**src/rtl/dmem_access_ctrl.sv**
```systemverilog
// dmem_access_ctrl: sequences EX/MEM data accesses onto a split-transaction SRAM bus
module dmem_access_ctrl #(
    parameter int ADDR_W = 32,
    parameter int DATA_W = 32
) (
    input  logic              clk,
    input  logic              rst,
    input  logic              flush,
    input  logic              req_valid,
    input  logic              req_wr,
    input  logic [1:0]        req_size,
    input  logic [ADDR_W-1:0] req_addr,
    input  logic [DATA_W-1:0] req_wdata,
    output logic              req_ready,
    output logic              stallreq,
    output logic              data_sram_req,
    output logic              data_sram_wr,
    output logic [1:0]        data_sram_size,
    output logic [ADDR_W-1:0] data_sram_addr,
    output logic [3:0]        data_sram_wstrb,
    output logic [DATA_W-1:0] data_sram_wdata,
    input  logic              data_sram_addr_ok,
    input  logic              data_sram_data_ok,
    input  logic [DATA_W-1:0] data_sram_rdata,
    output logic              resp_valid,
    input  logic              resp_ready,
    output logic              resp_err,
    output logic [DATA_W-1:0] resp_rdata
);
    typedef enum logic [1:0] {IDLE, ADDR, DATA, RESP} state_t;
    state_t            state_q, state_d;
    logic              drop_q, drop_d;
    logic              wr_q, wr_d;
    logic [1:0]        size_q, size_d;
    logic [ADDR_W-1:0] addr_q, addr_d;
    logic [3:0]        wstrb_q, wstrb_d;
    logic [DATA_W-1:0] wdata_q, wdata_d;
    logic              resp_err_q, resp_err_d;
    logic [DATA_W-1:0] resp_rdata_q, resp_rdata_d;
    logic              aligned;
    logic [3:0]        strb;
    logic [DATA_W-1:0] wrep;

    // decode alignment, byte enables and lane-replicated store data from the live request
    always_comb begin
        aligned = (req_size == 2'd0) || (req_size == 2'd1 && !req_addr[0]) || (req_size == 2'd2 && req_addr[1:0] == 2'b00);
        strb = !req_wr ? 4'b0000 : req_size == 2'd0 ? 4'b0001 << req_addr[1:0] : req_size == 2'd1 ? 4'b0011 << req_addr[1:0] : 4'b1111;
        wrep = req_size == 2'd0 ? {4{req_wdata[7:0]}} : req_size == 2'd1 ? {2{req_wdata[15:0]}} : req_wdata;
    end

    // next state: one outstanding access, a flushed bus access is drained via drop
    always_comb begin
        state_d = state_q;
        drop_d = drop_q;
        wr_d = wr_q;
        size_d = size_q;
        addr_d = addr_q;
        wstrb_d = wstrb_q;
        wdata_d = wdata_q;
        resp_err_d = resp_err_q;
        resp_rdata_d = resp_rdata_q;
        case (state_q)
            IDLE: if (req_valid && !flush) begin
                if (aligned) begin
                    state_d = ADDR;
                    wr_d = req_wr;
                    size_d = req_size;
                    addr_d = req_addr;
                    wstrb_d = strb;
                    wdata_d = wrep;
                end else begin
                    state_d = RESP;
                    resp_err_d = 1'b1;
                    resp_rdata_d = '0;
                end
            end
            ADDR: if (data_sram_addr_ok) begin
                state_d = DATA;
                drop_d = flush;
            end else if (flush) begin
                state_d = IDLE;
            end
            DATA: if (data_sram_data_ok) begin
                state_d = (drop_q || flush) ? IDLE : RESP;
                resp_rdata_d = (drop_q || flush) ? resp_rdata_q : wr_q ? '0 : data_sram_rdata;
                drop_d = 1'b0;
            end else if (flush) begin
                drop_d = 1'b1;
            end
            RESP: if (resp_ready || flush) begin
                state_d = IDLE;
                resp_err_d = 1'b0;
            end
            default: state_d = IDLE;
        endcase
    end

    // state and registered outputs, cleared by reset so a pending bus access is abandoned
    always_ff @(posedge clk) begin
        if (rst) begin
            state_q <= IDLE;
            drop_q <= 1'b0;
            wr_q <= 1'b0;
            size_q <= 2'd0;
            addr_q <= '0;
            wstrb_q <= 4'b0000;
            wdata_q <= '0;
            resp_err_q <= 1'b0;
            resp_rdata_q <= '0;
        end else begin
            state_q <= state_d;
            drop_q <= drop_d;
            wr_q <= wr_d;
            size_q <= size_d;
            addr_q <= addr_d;
            wstrb_q <= wstrb_d;
            wdata_q <= wdata_d;
            resp_err_q <= resp_err_d;
            resp_rdata_q <= resp_rdata_d;
        end
    end

    assign req_ready = state_q == IDLE && !flush;
    assign stallreq = (state_q == IDLE && req_valid && aligned && !flush) || ((state_q == ADDR || state_q == DATA) && !drop_q) || (req_valid && !req_ready && !flush);
    assign data_sram_req = state_q == ADDR;
    assign data_sram_wr = wr_q;
    assign data_sram_size = size_q;
    assign data_sram_addr = addr_q;
    assign data_sram_wstrb = wstrb_q;
    assign data_sram_wdata = wdata_q;
    assign resp_valid = state_q == RESP;
    assign resp_err = resp_err_q;
    assign resp_rdata = resp_rdata_q;
endmodule

```
**config.mk**
```make
export PLATFORM = sky130hd
export DESIGN_NAME = dmem_access_ctrl
export DESIGN_NICKNAME = d
export VERILOG_FILES = /design/src/rtl/dmem_access_ctrl.sv
export SDC_FILE = /design/constraint.sdc
export NUM_CORES = 1
export LEC_CHECK = 0
export BUFFER_PORTS_ARGS = -buffer_cell sky130_fd_sc_hd__buf_4
export CAP_MARGIN = 20
export CORE_ASPECT_RATIO = 1.5
export CORE_MARGIN = 5
export CORE_UTILIZATION = 25
export DETAILED_ROUTE_END_ITERATION = 8
export PLACE_DENSITY = 0.49
export SKIP_LAST_GASP = 1
export SYNTH_ARGS = -nofsm -noshare
export SYNTH_HDL_FRONTEND = slang
export SYNTH_SLANG_ARGS = --single-unit
```
**constraint.sdc**
```tcl
create_clock -name clk -period 3.85 [get_ports clk]
set_input_delay 0 -clock clk [delete_from_list [all_inputs] [get_ports clk]]
set_output_delay 0 -clock clk [all_outputs]
set_load 0.005 [all_outputs]
```
==> results.toml, run 1 <==
[sta]
fin_setup_tns_ps = 0
slew-limit-headroom = 0.3458
grt_setup_unrepaired = "no"
holdWs_ps = 16.73
clock_skew_ps = 7.392
fmax_mhz = 376.5
tightest_slew_ps = 981.3
layout_setup_ws_ps = 1194
slew_violations = 0
timing.final.crit_period_ps = 2656
final_hold_viol_count = 0
fin_crit_sh = 0.6898
setup_viol = 0

[finish]
fin_util = 0.4169
area_growth_syn_to_layout_pct = 65.49
finalNetCount = 938
drive_above_1_share = 0.2871
antenna_cells = 0

[synth]
ys_warn_count = 0
syn_nets = 663
avgSynthCellArea_um2 = 8.164
ys_ff_latch = 107
synth_cells = 549
syn-cell-area_um2 = 4482
synth_cell_types = 34
yosysSeqAreaShare = 0.4779

[power]
leakage_uw = 0.003290
power_density_nw_per_um2 = 401.2
irDropWorstVdd_mv = 0.1922

[min_path]
hold_class = "input pin to flop"

[grt]
grt_pass1_vias = 4862
antenna_found_initial = 0
grt_overflow = 0
grtUsageTotal = 0.1473
grt_start_max_net_pins = 78
grt_pass1_wl_um = 24890

[die]
rows = 60
die_x_um = 119.3
io_pins = 214
initial_core_util = 0.2519
core_area_um2 = 17790
dieHeight_um = 174.0
die_area_um2 = 20760

[place]
dpl.hpwl_um = 11070
gp_congestion = 0.8014
io_buffers = 213
pre_cts_ws_ps = 1305

[clock_tree]
clkTransAtPathRegs_ps = 80
worstSkewPairLatency_ps = 350
ctsResizeCount = 0
cts_max_level = 3
clk_path_buf_depth = 2
cts_hold_buf = 89
cts_tree = "done"
cts_setup_buffers = 0
cts_made_buffers = 9
cts_root_buffer = "clkbuf_16"
cts_sinks = 107

[critical_path]
cp_cell_sequence = "dlygate4sd3_1, buf_4, inv_1, ha_1, nand2b_1, and3_1, or4_2, mux2i_1"
worst_r2r_endpoint = "resp_rdata[12]$_SDFFE_PP0P_"
reg2reg_depth = 5
crit_path_top_delay_cell = "or4_2"
start_kind = "input pin"
worstSetupPathType = "input pin to flop"
critPathMaxStageDelay_ps = 1140
rr_startpoint = "state_q[0]$_SDFFE_PP0P_"
reg2reg_slack_ps = 1280
crit_start = "req_addr[0]"
cp_data_required_time_ps = 4050
cp-end-kind = "flop"
crit_fanout = 32
worstPathArrival_ps = 2850
endpoint = "resp_rdata[12]$_SDFFE_PP0P_"

[route]
vias = 4716
wl_um = 15690
wl_per_cell_um = 15.00
antenna_left = 0
dr.pass1.iters = 4
drt_iter0_drc = 167
vias_per_cell = 4.509
drcViolationCount = 0

[status]
status = "complete, no violations"

[job]
cap_violations = 0
## final cells by class
cell class,count,area [um2]
Inverter,8,30.03
Multi-Input combinational cell,393,2131
Timing Repair Buffer,305,2525
Clock inverter,6,78.83
Sequential cell,107,2142
Fill cell,1781,10380
Clock buffer,10,239.0
Tap cell,217,271.5
## placed cells by master (no fill, tap or decap), types with 2 or more instances in the layout
master / Yosys / final
buf_4: 1 / 215
nand2_1: 184 / 184
dfxtp_1: 107 / 107
dlygate4sd3_1: 0 / 89
a21oi_1: 62 / 62
mux2i_1: 49 / 49
nor2_1: 26 / 26
o21ai_0: 11 / 11
o21ai_1: 10 / 10
a211oi_1: 9 / 9
clkbuf_16: 0 / 9
a311oi_1: 8 / 8
ha_1: 8 / 8
inv_1: 6 / 6
o211ai_1: 4 / 4
nand2b_1: 3 / 3
inv_2: 2 / 2
a32oi_1: 2 / 2
o22ai_1: 2 / 2
or3_1: 2 / 2
inv_6: 0 / 2
inv_8: 0 / 2
## flip-flops by register name, indices dropped and copies added (netlist names)
signal,count
data_sram_addr,32
data_sram_size,2
data_sram_wdata,32
data_sram_wr,1
data_sram_wstrb,4
drop_q,1
resp_err,1
resp_rdata,32
state_q,2
## worst max-delay path, delay by kind of cell
| family | cells | cell delay, ps |
|---|---|---|
| and+or+nand+nor | 3 | 1630 |
| buffers and inverters | 3 | 730 |
| muxes | 1 | 240 |
| adders and majority gates | 1 | 220 |
## synthesized netlist by cell type (all sizes together)
cell      n  area, um2
inv       8      30.03
a211oi    9      67.56
mux2      1      11.26
nand4     1      6.260
a22o      1      8.760
nand3b    1      7.510
a32oi     2      17.52
nor4b     1      8.760
nor3      1      5.000
or4       2      15.01
and4      1      8.760
o31ai     1      7.510
nor2b     1      6.260
a21oi    62      310.3
buf      13      81.32
nand2   184      690.7
and3      1      6.260
a221oi    1      8.760
dfxtp   107       2142
clkbuf   28      105.1
o211ai    4      30.03
nand2b    3      18.77
or3       2      12.51
o21ai    21      105.1
ha        8      100.1
a311oi    8      70.07
o22ai     2      12.51
mux2i    49      490.5
nor2     26      97.59
## how the worst min path moves through the flow
stage | start | end | slack, ps | cells past startpoint
floorplan | req_addr[10] | data_sram_addr[10]$_SDFFE_PP0P_ | 140 | 2
global route | flush | drop_q$_SDFFE_PP0P_ | 20 | 3
global placement | req_addr[24] | data_sram_addr[24]$_SDFFE_PP0P_ | 250 | 3
CTS | flush | drop_q$_SDFFE_PP0P_ | 0.4 | 3
detailed placement | req_addr[29] | data_sram_addr[29]$_SDFFE_PP0P_ | 260 | 3
finish | data_sram_addr_ok | drop_q$_SDFFE_PP0P_ | 20 | 4
## where the power goes
part	leakage, uW	switching (uW)	internal (uW)	total (uW)
logic	0.00227	377	385	763
clock network	0.000158	458	539	996
registers	0.000866	42.2	1170	1220
## per-stage QoR
step / power (uW) / instances / cell area [um2]
6_report: 2976 / 1046 / 7417
5_1_grt: 3139 / 1046 / 7417
4_1_cts: 3020 / 1046 / 7417
3_5_place_dp: 1932 / 941 / 6208
3_3_place_gp: 1918 / 941 / 6208
2_1_floorplan: 1634 / 549 / 4482
## per-layer routing
metal | up-vias | share of wire | track usage
met5 | - | 0 | 0
met1 | 2160 | 0.41 | 0.1685
met3 | 21 | 0.055 | 0.03060
met2 | 153 | 0.51 | 0.2663
met4 | 0 | 0.024 | 0.05638
li1 | 2382 | - | -
## logic make-up (layout without fill, tap and decap cells)
group	Yosys count	in the layout	synth area share
and+or+nand+nor	224	224	0.1971
muxes	50	50	0.1119
adders and majority gates	8	8	0.02233
DFF	107	107	0.4779
buffers and inverters	49	329	0.04830
AOI/OAI and AO/OA	111	111	0.1424
Note: power is estimated with default switching activity, not from simulation.
==> run 2: changes to the inputs <==
Clock period 3.85 ns to 2.5 ns, I/O delays scaled along.
==> results.toml, run 2 (same netlist as run 1, synthesis figures left out) <==
[die]
io_pins = 214
core_area_um2 = 17790
die_x_um = 119.3
rows = 60
initial_core_util = 0.2519
die_area_um2 = 20760
dieHeight_um = 174.0

[clock_tree]
cts_tree = "done"
cts_hold_buf = 87
cts_setup_buffers = 0
cts_made_buffers = 9
clk_path_buf_depth = 2
cts_max_level = 3
clkTransAtPathRegs_ps = 70
ctsResizeCount = 0
cts_sinks = 107
cts_root_buffer = "clkbuf_16"
worstSkewPairLatency_ps = 350

[grt]
grt_overflow = 0
grt_pass1_wl_um = 25340
grt_pass1_vias = 4956
grt_start_max_net_pins = 85
grtUsageTotal = 0.1498
antenna_found_initial = 0

[sta]
setup_viol = 0
fin_crit_sh = 0.9155
grt_setup_unrepaired = "no"
fin_setup_tns_ps = 0
clock_skew_ps = 8.864
fmax_mhz = 436.9
slew-limit-headroom = 0.4396
layout_setup_ws_ps = 211.3
slew_violations = 0
final_hold_viol_count = 0
timing.final.crit_period_ps = 2289
tightest_slew_ps = 840.6

[finish]
final_common_cell = "buf_4"
drive_above_1_share = 0.2909
multi_input_area_um2 = 2131
final_cell_count_no_fill = 1049
area_growth_syn_to_layout_pct = 66.30
seqCellArea_um2 = 2142
layout_common_cells = "220 x buf_4, 184 x nand2_1, 107 x dfxtp_1, 87 x dlygate4sd3_1, 62 x a21oi_1"
finalNetCount = 942
fillers = 1777
fin_util = 0.4189
antenna_cells = 0

[place]
dpl.hpwl_um = 11190
placed_cells = 947
gp_congestion = 0.8324
io_buffers = 213
pre_cts_ws_ps = 345.2

[power]
irDropWorstVdd_mv = 0.3575
leakage_uw = 0.003315
power_density_nw_per_um2 = 618.6
power_uw = 4611

[route]
wl_um = 15730
drt_iter0_drc = 201
dr.pass1.iters = 5
antenna_left = 0
vias_per_cell = 4.526
met1_length_um = 6515
wl_per_cell_um = 14.99
vias = 4748
drcViolationCount = 0
routed.top_layer = "met4"
wl_met3_um = 909
dr_wl_met2_um = 7910

[critical_path]
worstPathArrival_ps = 2500
start_kind = "input pin"
cp_data_required_time_ps = 2710
worstSetupPathType = "input pin to flop"
crit_fanout = 32
cp-end-kind = "flop"

[job]
cap_violations = 0

[status]
status = "complete, no violations"

[min_path]
hold_class = "input pin to flop"
[run 2: cell type report]
class	instances	share of cell area
Clock buffer	11	0.03257
Sequential cell	107	0.2874
Tap cell	217	0.03643
Timing Repair Buffer	309	0.3438
Clock inverter	4	0.009904
Inverter	8	0.004029
Multi-Input combinational cell	393	0.2859
[run 2: through the flow]
| stage | cell area (um2) | hold WS [ps] |
|---|---|---|
| floorplan | 4482 | 136.0 |
| global placement | 6266 | 230.4 |
| detailed placement | 6266 | 227.6 |
| CTS | 7453 | 1.695 |
| global route | 7453 | 29.36 |
| finish | 7453 | 14.11 |
[run 2: worst paths after layout]
kind	start	slack [ps]	to	cells past startpoint
hold reg to reg	data_sram_addr[11]$_SDFFE_PP0P_	450	data_sram_addr[11]$_SDFFE_PP0P_	2
setup / recovery	req_addr[0]	210	resp_rdata[19]$_SDFFE_PP0P_	9
hold / removal	req_wdata[21]	10	data_sram_wdata[21]$_SDFFE_PP0P_	3
setup reg to reg	state_q[0]$_SDFFE_PP0P_	320	resp_rdata[19]$_SDFFE_PP0P_	7
[run 2: critical path, stage by stage]
cell and delay [ps]:
dlygate4sd3_1 530, buf_4 140, inv_1 70, ha_1 220, nand2b_1 180, and3_1 210, or4_2 650, buf_4 320
mux2i_1 180
[run 2: where the power goes]
group / leakage [uW] / total (uW) / switching, uW / internal [uW]
Clock: 0.000156 / 1540 / 639 / 903
Combinational: 0.00229 / 1200 / 588 / 608
Sequential: 0.000866 / 1870 / 63.6 / 1810
[run 2: per-layer routing]
| metal | GRT usage | vias up |
|---|---|---|
| met5 | 0 | - |
| met4 | 0.05925 | 0 |
| met3 | 0.03548 | 19 |
| met2 | 0.2666 | 153 |
| met1 | 0.1714 | 2184 |
| li1 | - | 2392 |
